==> config.mk <==
export PLATFORM = sky130hd
export DESIGN_NAME = saw_receiver
export DESIGN_NICKNAME = d
export VERILOG_FILES = /design/src/rtl/saw_receiver.sv
export SDC_FILE = /design/constraint.sdc
export NUM_CORES = 1
export LEC_CHECK = 0
export ABC_AREA = 1
export BUFFER_PORTS_ARGS = -buffer_cell sky130_fd_sc_hd__clkbuf_2
export CORE_UTILIZATION = 53
export DETAILED_ROUTE_END_ITERATION = 10
export GPL_ROUTABILITY_DRIVEN = 1
export PLACE_DENSITY = 0.78
export SLEW_MARGIN = 0
export SYNTH_ARGS = -nofsm -noshare
export SYNTH_HDL_FRONTEND = slang
export SYNTH_SLANG_ARGS = --single-unit
==> constraint.sdc <==
create_clock -name clk -period 1.8 [get_ports clk]
set_input_delay 0.18 -clock clk [delete_from_list [all_inputs] [get_ports clk]]
set_output_delay 0.18 -clock clk [all_outputs]
set_load 0.02 [all_outputs]
==> src/rtl/saw_receiver.sv <==
// Stop-and-wait ARQ receiver: CRC check, duplicate filtering, delivery and ACK return.
module saw_receiver #(
  parameter int unsigned BW     = 10,
  parameter int unsigned CRC_BW = 4,
  parameter int unsigned CNT_BW = 8
) (
  input  logic                   clk,
  input  logic                   rst,
  input  logic [BW-1:0]          frame_in,
  input  logic                   frame_valid,
  output logic                   frame_ready,
  output logic [BW-2-CRC_BW:0]   data_out,
  output logic                   data_valid,
  input  logic                   data_ready,
  output logic                   ack_valid,
  output logic                   ack_seq,
  input  logic                   ack_ready,
  output logic                   expected_seq,
  output logic [CNT_BW-1:0]      err_cnt,
  output logic [CNT_BW-1:0]      dup_cnt
);

  localparam int unsigned DW = BW - 1 - CRC_BW;   // payload width
  localparam int unsigned MW = BW - CRC_BW;       // bits covered by the CRC (seq + payload)
  localparam logic [CRC_BW-1:0] POLY = CRC_BW'(3); // x^4 + x + 1, implicit top term

  typedef enum logic [1:0] {IDLE, CHECK, DELIVER, ACK} state_t;

  state_t            state_q, state_d;
  logic [BW-1:0]     cap_q, cap_d;
  logic              exp_d;
  logic [CNT_BW-1:0] err_d, dup_d;
  logic              frame_ready_d, data_valid_d, ack_valid_d, ack_seq_d;
  logic [DW-1:0]     data_out_d;
  logic              crc_ok_c;

  // MSB-first serial CRC, zero init, no reflection, no final XOR
  function automatic logic [CRC_BW-1:0] crc_calc(input logic [MW-1:0] msg);
    logic [CRC_BW-1:0] c;
    logic              fb;
    c = '0;
    for (int i = MW - 1; i >= 0; i--) begin
      fb = c[CRC_BW-1] ^ msg[i];
      c  = {c[CRC_BW-2:0], 1'b0} ^ (fb ? POLY : '0);
    end
    return c;
  endfunction

  assign crc_ok_c = (crc_calc(cap_q[BW-1:CRC_BW]) == cap_q[CRC_BW-1:0]);

  // Next-state, datapath and next-output decode
  always_comb begin
    state_d       = state_q;
    cap_d         = cap_q;
    exp_d         = expected_seq;
    err_d         = err_cnt;
    dup_d         = dup_cnt;
    frame_ready_d = 1'b0;
    data_valid_d  = 1'b0;
    data_out_d    = '0;
    ack_valid_d   = 1'b0;
    ack_seq_d     = 1'b0;

    case (state_q)
      IDLE: begin
        if (frame_valid && frame_ready) begin
          cap_d   = frame_in;
          state_d = CHECK;
        end
      end
      CHECK: begin
        if (!crc_ok_c) begin
          if (err_cnt != '1) err_d = err_cnt + CNT_BW'(1);
          state_d = IDLE;
        end else if (cap_q[BW-1] == expected_seq) begin
          state_d = DELIVER;
        end else begin
          if (dup_cnt != '1) dup_d = dup_cnt + CNT_BW'(1);
          state_d = ACK;
        end
      end
      DELIVER: begin
        if (data_ready) begin
          exp_d   = ~expected_seq;
          state_d = ACK;
        end
      end
      ACK: begin
        if (ack_ready) state_d = IDLE;
      end
      default: state_d = IDLE;
    endcase

    frame_ready_d = (state_d == IDLE);
    data_valid_d  = (state_d == DELIVER);
    ack_valid_d   = (state_d == ACK);
    if (data_valid_d) data_out_d = cap_d[BW-2:CRC_BW];
    if (ack_valid_d)  ack_seq_d  = cap_d[BW-1];
  end

  // State, capture, counters and registered outputs
  always_ff @(posedge clk) begin
    if (rst) begin
      state_q      <= IDLE;
      cap_q        <= '0;
      expected_seq <= 1'b0;
      err_cnt      <= '0;
      dup_cnt      <= '0;
      frame_ready  <= 1'b0;
      data_valid   <= 1'b0;
      data_out     <= '0;
      ack_valid    <= 1'b0;
      ack_seq      <= 1'b0;
    end else begin
      state_q      <= state_d;
      cap_q        <= cap_d;
      expected_seq <= exp_d;
      err_cnt      <= err_d;
      dup_cnt      <= dup_d;
      frame_ready  <= frame_ready_d;
      data_valid   <= data_valid_d;
      data_out     <= data_out_d;
      ack_valid    <= ack_valid_d;
      ack_seq      <= ack_seq_d;
    end
  end

endmodule
==> run_results.csv, run 1 <==
group,metric,value,unit
global_routing,use_met3,5.25,%
critical_path,worstPathArrival,1920,ps
route,vias_per_cell,5.11,
synth,ys_warn_count,0,
global_routing,antenna_found_initial,0,
clock_tree,htree_levels,2,
global_routing,grt_busiest_layer,"met2",
timing,slew_violations,0,
synth,synthesis.nets,277,
clock_tree,cts_root_buffer,"clkbuf_4",
synth,synthesis.area,0.00188,sq mm
timing,whs,104,ps
pwr,vdd_drop_max,0.621,mV
timing,finalClockSkew,7.35,ps
clock_tree,clkLatencyLatePin,350,ps
pwr,power,2.00,mW
cells_and_area,layout-drive-gt1-share,28.1,%
timing,setup_tns,0,ps
critical_path,worstPathRequired,2070,ps
timing,hold_violations,0,
clock_tree,cts_tree,"yes",
cells_and_area,nets,329,
cells_and_area,area_growth,22.8,%
timing,finalSetupViolations,0,
critical_path,cp_max_fo,7,
global_routing,grt_max_degree,25,
timing,period_needed,1650,ps
synth,ys_ff_latch,38,
route,wirelength,4240,microns
route,drtAntennaViolNets,0,
placed_design,io_buffers,40,
die,coreArea,0.00336,sq mm
route,drt-initial-drc-count,103,
critical_path,path_class,"reg -> reg",
cells_and_area,multi_input_area,0.00107,sq mm
global_routing,grtUsageMet2,33.3,%
clock_tree,cts.clk_slew.worst_paths,110,ps
placed_design,place.gp.congestion,0.822,
timing,max_freq,605,MHz
timing,fin_ws,147,ps
global_routing,overflow,0,
clock_tree,clock-sinks,38,
clock_tree,hold_buffers,0,
hold_path,hp-class,"in -> reg",
die,rows,21,
timing,worst_pin_slew,637,ps
timing,rsz0062_at_grt,"false",
route,wire_per_inst,11.8,microns
route,drc,0,
pwr,power-per-cell-area,866,mW/mm^2
synth,async_flop_share,0,%
die,die_x,61.6,microns
synth,synth_edf_count,0,
cells_and_area,n_antenna_cell,0,
synth,synth_ff_type,"dfxtp_1",
clock_tree,cts_made_buffers,5,
route,drtPass1Iterations,4,
placed_design,hpwl,2920,microns
pwr,p_leak,1.10,nW
timing,fin_crit_sh,91.8,%
die,io_pins,41,
cells_and_area,fillCellCount,309,
flow_run,cap_violations,0,
die,die_h,61.6,microns
synth,syn_inst,260,
placed_design,place_ws,23.7,ps
critical_path,end_kind,"flip-flop",
synth,seq_area_frac_synth,40.5,%
timing,max-slew-margin-rel,57.4,%
route,vias,1836,
global_routing,grt_pass1_wl,6240,microns
global_routing,grt_pass1_vias,1496,
outcome,outcome,"finished clean",
die,start_util,55.9,%
clock_tree,cts.path.max_buffers,2,
global_routing,use_met1,30.6,%
critical_path,worst_setup_path_start_kind,"flip-flop",
synth,avgSynthCellArea,7.23,sq um
cells_and_area,ff_latch_area,768,sq um
synth,synth_cell_types,24,
die,dieArea,0.00379,sq mm
global_routing,grt_util_all_layers,22.3,%
==> power breakdown <==
part	leakage, nW	internal [mW]	switching [mW]
registers	0.310	0.884	0.0340
logic	0.759	0.207	0.402
clock network	0.0353	0.189	0.283
==> worst max-delay path: stages, from the launching register on <==
cell and delay [ps]:
dfxtp_4 390, inv_4 70, nand2_2 60, nand2_1 80, nand2_2 70, nand2_2 80
nand2_1 70, nand3_2 80, nand2_4 90, inv_1 80, nand3_1 70, nand2_1 120
nand2_2 120, nor3_1 190
==> synth_stat cells (2+ instances only) <==
cell type | number | area share [%]
xor2_1 | 12 | 5.6
nor3_1 | 8 | 2.1
ha_1 | 2 | 1.3
inv_2 | 2 | 0.40
nand3_2 | 4 | 2.1
nand2_2 | 6 | 2.0
xnor2_1 | 3 | 1.4
nand4_1 | 8 | 2.7
dfxtp_1 | 38 | 40
nand2_1 | 72 | 14
nand3_1 | 17 | 4.5
clkbuf_1 | 5 | 1.0
inv_1 | 21 | 4.2
nor2_1 | 24 | 4.8
o21ai_0 | 12 | 3.2
a21oi_1 | 18 | 4.8
==> what timing repair did <==
item | 4_1_cts | 5_1_grt
gates resized for setup | 0 | 18
setup endpoints to repair | 0 | 27
buffers inserted | 0 | 3
==> final cells by class <==
cell class / count / share of cell area [%]
clock buffers: 7 / 2.38
clock inverters: 1 / 0.217
inverters: 24 / 4.12
multi-input cells: 195 / 46.2
flip-flops and latches: 38 / 33.3
well taps: 46 / 2.49
repair buffers: 48 / 11.3
==> through the flow <==
step	area (sq um)	utilization, %	instances
after floorplan	1880	-	260
after global placement	2160	64.1	346
after detailed placement	2160	64.1	346
after CTS	2220	65.9	354
after global routing	2310	68.6	359
final	2310	68.6	359
==> placed cells by master, fill, tap and decap left out, types with 2 or more instances in the layout <==
cell type  count
inv_4          2
nand2_2        6
ha_1           2
xor2_1        12
clkbuf_4       5
nand4_1        8
nand2_4        2
nand3_1       16
nand2_1       70
clkbuf_2      40
xnor2_1        3
dfxtp_1       34
a21oi_1       16
o21ai_0       12
a21oi_2        2
nor2_2         2
inv_2          3
dfxtp_2        3
nand3_2        6
nor2_1        22
buf_4          8
inv_1         19
nor3_2         2
nor3_1         7
==> state kept, by name, summed over array words and instances, names as in the netlist <==
name          cells
cap_q            10
expected_seq      1
data_valid        1
err_cnt           8
ack_valid         1
state_q           2
dup_cnt           8
ack_seq           1
frame_ready       1
data_out          5
==> worst paths after layout <==
path	start	end	slack, ps	cells past startpoint
setup reg to reg	cap_q[9]	data_out[1]	150	13
hold / removal	frame_in[2]	cap_q[2]	100	3
hold reg to reg	cap_q[2]	cap_q[2]	490	2
setup / recovery	cap_q[9]	data_out[1]	150	13
==> kinds of logic (layout without fill, tap and decap cells) <==
| kind of cell | count (synthesis) | in the layout | synth area share (%) |
|---|---|---|---|
| and+or+nand+nor | 145 | 147 | 36.9 |
| DFF | 38 | 38 | 40.5 |
| AOI/OAI and AO/OA | 31 | 31 | 8.38 |
| buffers and inverters | 29 | 80 | 5.92 |
| xor gates and xnor gates | 15 | 15 | 6.99 |
| adders and majority gates | 2 | 2 | 1.33 |
==> per-layer routing <==
metal  wire, microns  vias to the layer above
met3             188                        9
met4              64                        0
met2            1880                       49
met5               0                        -
met1            2100                      826
li1                -                      952
No activity file was read; power rests on OpenSTA's default activity.
==> run 2: changes to the inputs <==
- CORE_UTILIZATION: 53 -> 55
- PLACE_DENSITY: 0.78 -> 0.81
- clock period: 1.8 -> 2 ns (I/O delays scaled with it)
==> run 2 against run 1 <==
Net effect: non-clock buffer count shrank 5; clock-buffer cell count is 1 lower; final cell count is 2.5% lower; combinational power decreased by 27%; via count is 3.9% lower; clock skew up 0.62 ps; fmax fell by 7.2%; hold slack better by 25 ps; first-iteration DRC count up 31%; cell area shrank 4.4%; wire length down 9.3%; sequential share of layout area is 1.2 points higher; largest cell class unchanged.
==> run_results.csv, run 2 (same netlist as run 1, synthesis figures left out) <==
group,metric,value,unit
outcome,outcome,"finished clean",
route,vias,1765,
clock_tree,cts.clk_slew.worst_paths,120,ps
cells_and_area,area_growth,17.4,%
critical_path,reg2reg_from,"cap_q[9]",
route,route.met2.wl,1690,microns
cells_and_area,largest_reg_flops,10,
timing,finalSetupViolations,0,
critical_path,cp_max_fo,10,
pwr,power-per-cell-area,768,mW/mm^2
die,rows,20,
cells_and_area,nets,322,
die,die_h,60.5,microns
timing,max_freq,561,MHz
critical_path,path_class,"reg -> reg",
pwr,p_leak,1.06,nW
timing,worst_pin_slew,443,ps
timing,max-slew-margin-rel,70.3,%
clock_tree,cts_made_buffers,5,
placed_design,hpwl,2880,microns
die,die_x,60.5,microns
global_routing,antenna_found_initial,0,
global_routing,grt_pass1_wl,6490,microns
flow_run,cap_violations,0,
clock_tree,cts_tree,"yes",
route,drtPass1Iterations,4,
critical_path,worstPathRequired,2250,ps
pwr,switching_share,34.7,%
pwr,internal_power,1.11,mW
timing,setup_tns,0,ps
route,vias_per_cell,5.04,
route,highest_layer,"met4",
timing,period_needed,1780,ps
cells_and_area,n_antenna_cell,0,
critical_path,worstPathArrival,2030,ps
die,start_util,59.6,%
global_routing,grt_max_degree,25,
route,wl_met1,1880,microns
route,drtAntennaViolNets,0,
timing,rsz0062_at_grt,"false",
route,wirelength,3850,microns
pwr,p_sw,0.587,mW
critical_path,end_kind,"flip-flop",
route,drc,0,
pwr,power_frac_comb,26.3,%
clock_tree,htree_levels,2,
critical_path,worst_setup_path_start_kind,"flip-flop",
pwr,pwr-share-seq,48.7,%
die,io_pins,41,
timing,hold_violations,0,
cells_and_area,final_core_util,70.0,%
global_routing,overflow,0,
die,dieArea,0.00366,sq mm
clock_tree,cts_root_buffer,"clkbuf_4",
cells_and_area,layout-drive-gt1-share,22.5,%
route,drt-initial-drc-count,135,
cells_and_area,mostFrequentLayoutCells,"nand2_1 (72), clkbuf_2 (40), dfxtp_1 (38)",
clock_tree,post_cts_buffers,0,
timing,finalClockSkew,7.97,ps
global_routing,grt_pass1_vias,1526,
cells_and_area,reg.largest.list,"cap_q (10), dup_cnt (8), err_cnt (8)",
hold_path,hp-class,"in -> reg",
cells_and_area,final_common_cell,"nand2_1",
placed_design,place.gp.congestion,0.832,
cells_and_area,largest-register,"cap_q",
critical_path,startpoint,"cap_q[9]",
clock_tree,clock-sinks,38,
timing,slew_violations,0,
clock_tree,cts.path.max_buffers,2,
hold_path,min_from,"frame_in[3]",
pwr,clkPwrFrac,25.0,%
clock_tree,clkLatencyLatePin,350,ps
timing,fin_crit_sh,89.1,%
die,coreArea,0.00315,sq mm
route,route.met3.wl,224,microns
pwr,vdd_drop_max,0.540,mV
route,wire_per_inst,11.0,microns
placed_design,io_buffers,40,
global_routing,grt_util_all_layers,23.9,%
==> run 2: changes by cell type in the layout (fill, tap and decap cells not counted), sizes merged <==
cell,before,now
buf,8,3
clkbuf,47,46
clkinvlp,0,1
nand3,23,22
nor2,26,25
==> run 2: worst paths after layout <==
kind	endpoint	slack [ps]	cells past startpoint
max	err_cnt[0]	220	12
min	cap_q[3]	130	3
max reg2reg	err_cnt[0]	220	12
min reg2reg	cap_q[2]	490	2
==> run 2: worst max-delay path: stages, from the launching register on <==
cell	delay (ps)
dfxtp_1	470
inv_2	100
nand2_2	90
nand3_2	90
nand2_2	110
nand2_1	60
nand2_1	80
nand2_2	90
nor2_8	220
inv_4	80
nand2_8	90
xor2_1	160
nor2_1	50
==> run 2: cell type report <==
type,count,area [sq um]
sequential,38,761
tap,44,55.1
multi-input combinational,193,1010
fill,277,946
inverter,24,92.6
clock inverter,2,12.5
clock buffer,6,51.3
timing repair buffer,43,223
==> run 2: power groups by stage <==
stage	Sequential, mW	Combinational, mW	Clock [mW]
global placement	0.842	0.436	0
detailed placement	0.842	0.442	0
finish	0.826	0.445	0.424
global route	0.832	0.503	0.462
CTS	0.825	0.444	0.437
floorplan	0.851	0.338	0
==> run 2: timing repair <==
action,4_1_cts,5_1_grt
hold buffers,0,0
setup endpoints to repair,0,8
gates resized for setup,0,1
==> run 2: routing by layer <==
layer | vias up | track usage (%)
li1 | 934 | -
met1 | 767 | 31.4
met2 | 52 | 38.1
met3 | 12 | 7.25
met4 | 0 | 6.49
met5 | - | 0
==> run 2: per-stage QoR <==
step | total power, mW | hold WS, ps | worst slack (ps) | area, sq um | instances
global placement | 1.28 | 466 | 262 | 2140 | 342
CTS | 1.71 | 121 | 186 | 2200 | 350
finish | 1.69 | 129 | 219 | 2210 | 350
floorplan | 1.19 | 393 | 331 | 1880 | 260
detailed placement | 1.28 | 471 | 208 | 2140 | 342
global route | 1.80 | 141 | 33.3 | 2210 | 350
==> run 3: changes to the inputs <==
- CORE_MARGIN: default -> 2
==> run 3 against run 2 <==
Net effect: sequential cell count stayed put; clock-buffer cell count is 1 higher; global-route usage is 1.8 points lower; clock skew is 4.4 ps higher; sequential power hardly changed.
==> run_results.csv, run 3 (same netlist as run 1, synthesis figures left out) <==
group,metric,value,unit
outcome,outcome,"finished clean",
route,vias_per_cell,4.94,
clock_tree,htree_levels,2,
hold_path,hp-class,"in -> reg",
timing,slew_violations,0,
route,wire_per_inst,11.3,microns
route,drt-initial-drc-count,137,
critical_path,worstPathArrival,2020,ps
pwr,internal_power,1.11,mW
die,die_x,62.5,microns
critical_path,cp_max_fo,10,
placed_design,dp.cells,345,
pwr,pwr-share-seq,48.5,%
cells_and_area,reg.largest.list,"cap_q (10), dup_cnt (8), err_cnt (8)",
critical_path,startpoint,"cap_q[7]",
clock_tree,cts_made_buffers,5,
critical_path,reg2reg_from,"cap_q[7]",
timing,finalClockSkew,12.4,ps
cells_and_area,nets,323,
critical_path,worstPathRequired,2240,ps
die,dieArea,0.00390,sq mm
global_routing,grt_pass1_wl,7030,microns
die,rows,21,
die,io_pins,41,
timing,period_needed,1780,ps
route,route.met3.wl,203,microns
timing,rsz0062_at_grt,"false",
global_routing,grt_max_degree,25,
cells_and_area,fillCellCount,310,
critical_path,path_class,"reg -> reg",
pwr,vdd_drop_max,0.570,mV
route,drc,0,
pwr,switching_share,34.7,%
route,drtPass1Iterations,5,
timing,fin_crit_sh,89.0,%
route,wirelength,3990,microns
die,die_h,62.5,microns
route,route.met2.wl,1720,microns
global_routing,antenna_found_initial,0,
timing,max_freq,562,MHz
timing,hold_violations,0,
clock_tree,cts.path.max_buffers,2,
critical_path,end_kind,"flip-flop",
timing,worst_pin_slew,433,ps
timing,setup_tns,0,ps
flow_run,cap_violations,0,
cells_and_area,largest_reg_flops,10,
global_routing,grt_pass1_vias,1605,
global_routing,grt_util_all_layers,22.1,%
critical_path,worst_setup_path_start_kind,"flip-flop",
route,wl_met1,2020,microns
global_routing,overflow,0,
timing,finalSetupViolations,0,
placed_design,place.gp.congestion,0.882,
die,start_util,56.8,%
route,drtAntennaViolNets,0,
clock_tree,cts_root_buffer,"clkbuf_4",
timing,max-slew-margin-rel,71.0,%
hold_path,min_from,"frame_in[3]",
placed_design,io_buffers,40,
cells_and_area,layout-drive-gt1-share,22.8,%
clock_tree,cts.clk_slew.worst_paths,110,ps
clock_tree,clkLatencyLatePin,350,ps
pwr,p_sw,0.591,mW
cells_and_area,mostFrequentLayoutCells,"nand2_1 (72), clkbuf_2 (40), dfxtp_1 (37)",
cells_and_area,n_antenna_cell,0,
cells_and_area,area_growth,17.8,%
pwr,power-per-cell-area,769,mW/mm^2
route,highest_layer,"met4",
cells_and_area,final_common_cell,"nand2_1",
pwr,power_frac_comb,26.4,%
clock_tree,cts_tree,"yes",
pwr,clkPwrFrac,25.1,%
placed_design,hpwl,2890,microns
cells_and_area,largest-register,"cap_q",
cells_and_area,stdcell_count,353,
clock_tree,clock-sinks,38,
die,coreArea,0.00331,sq mm
pwr,p_leak,1.07,nW
route,vias,1745,
[run 3: worst max-delay path: stages (launching register included)]
cell and delay (ps):
dfxtp_1 400, inv_1 110, nand2_1 100, nand3_1 60, nand2_1 110, nor2_1 50, nor2_1 120, nand2_2 110
nor2_8 230, inv_4 80, nand2_8 90, xor2_1 150, nor2_1 60
[run 3: routing by layer]
metal / vias to the layer above / GRT usage, %
li1: 938 / -
met1: 760 / 30.3
met2: 42 / 33.7
met3: 5 / 6.31
met4: 0 / 6.67
met5: - / 0
[run 3: cell type report]
cell class                 instances  area [sq um]  share of cell area, %
timing repair buffer              44           230                   10.4
sequential                        38           762                   34.4
inverter                          24          92.6                   4.18
clock buffer                       7          55.1                   2.49
tap                               46          57.6                   2.60
multi-input combinational        193          1010                   45.7
clock inverter                     1          5.00                  0.226
[run 3: worst paths after layout]
| check | slack, ps | cells after the start | end |
|---|---|---|---|
| worst max-delay path | 220 | 12 | err_cnt[0] |
| worst min-delay path | 120 | 3 | cap_q[3] |
| worst max register to register | 220 | 12 | err_cnt[0] |
| worst min register to register | 490 | 2 | cap_q[2] |
[run 3: power by group through the flow]
stage | sequential (mW) | combinational [mW] | clock [mW]
global placement | 0.842 | 0.437 | 0
finish | 0.827 | 0.450 | 0.427
CTS | 0.826 | 0.449 | 0.432
floorplan | 0.851 | 0.338 | 0
global route | 0.833 | 0.511 | 0.474
detailed placement | 0.843 | 0.445 | 0
[run 3: what timing repair did]
item / CTS / global route
hold buffers: 0 / 0
endpoints found under the setup margin: 0 / 6
gates resized for setup: 0 / 2
endpoints found under the hold margin: 0 / 0
buffers inserted: 0 / 0
[run 3: through the flow]
| stage | hold WS, ps | power, mW | worst slack, ps | instance area, sq um | utilization (%) |
|---|---|---|---|---|---|
| after floorplan | 393 | 1.19 | 331 | 1880 | - |
| after global placement | 468 | 1.28 | 264 | 2150 | 64.9 |
| after detailed placement | 468 | 1.29 | 216 | 2150 | 64.9 |
| after CTS | 121 | 1.71 | 184 | 2210 | 66.7 |
| after global routing | 151 | 1.82 | 66.8 | 2210 | 66.9 |
| final | 120 | 1.70 | 220 | 2210 | 66.9 |
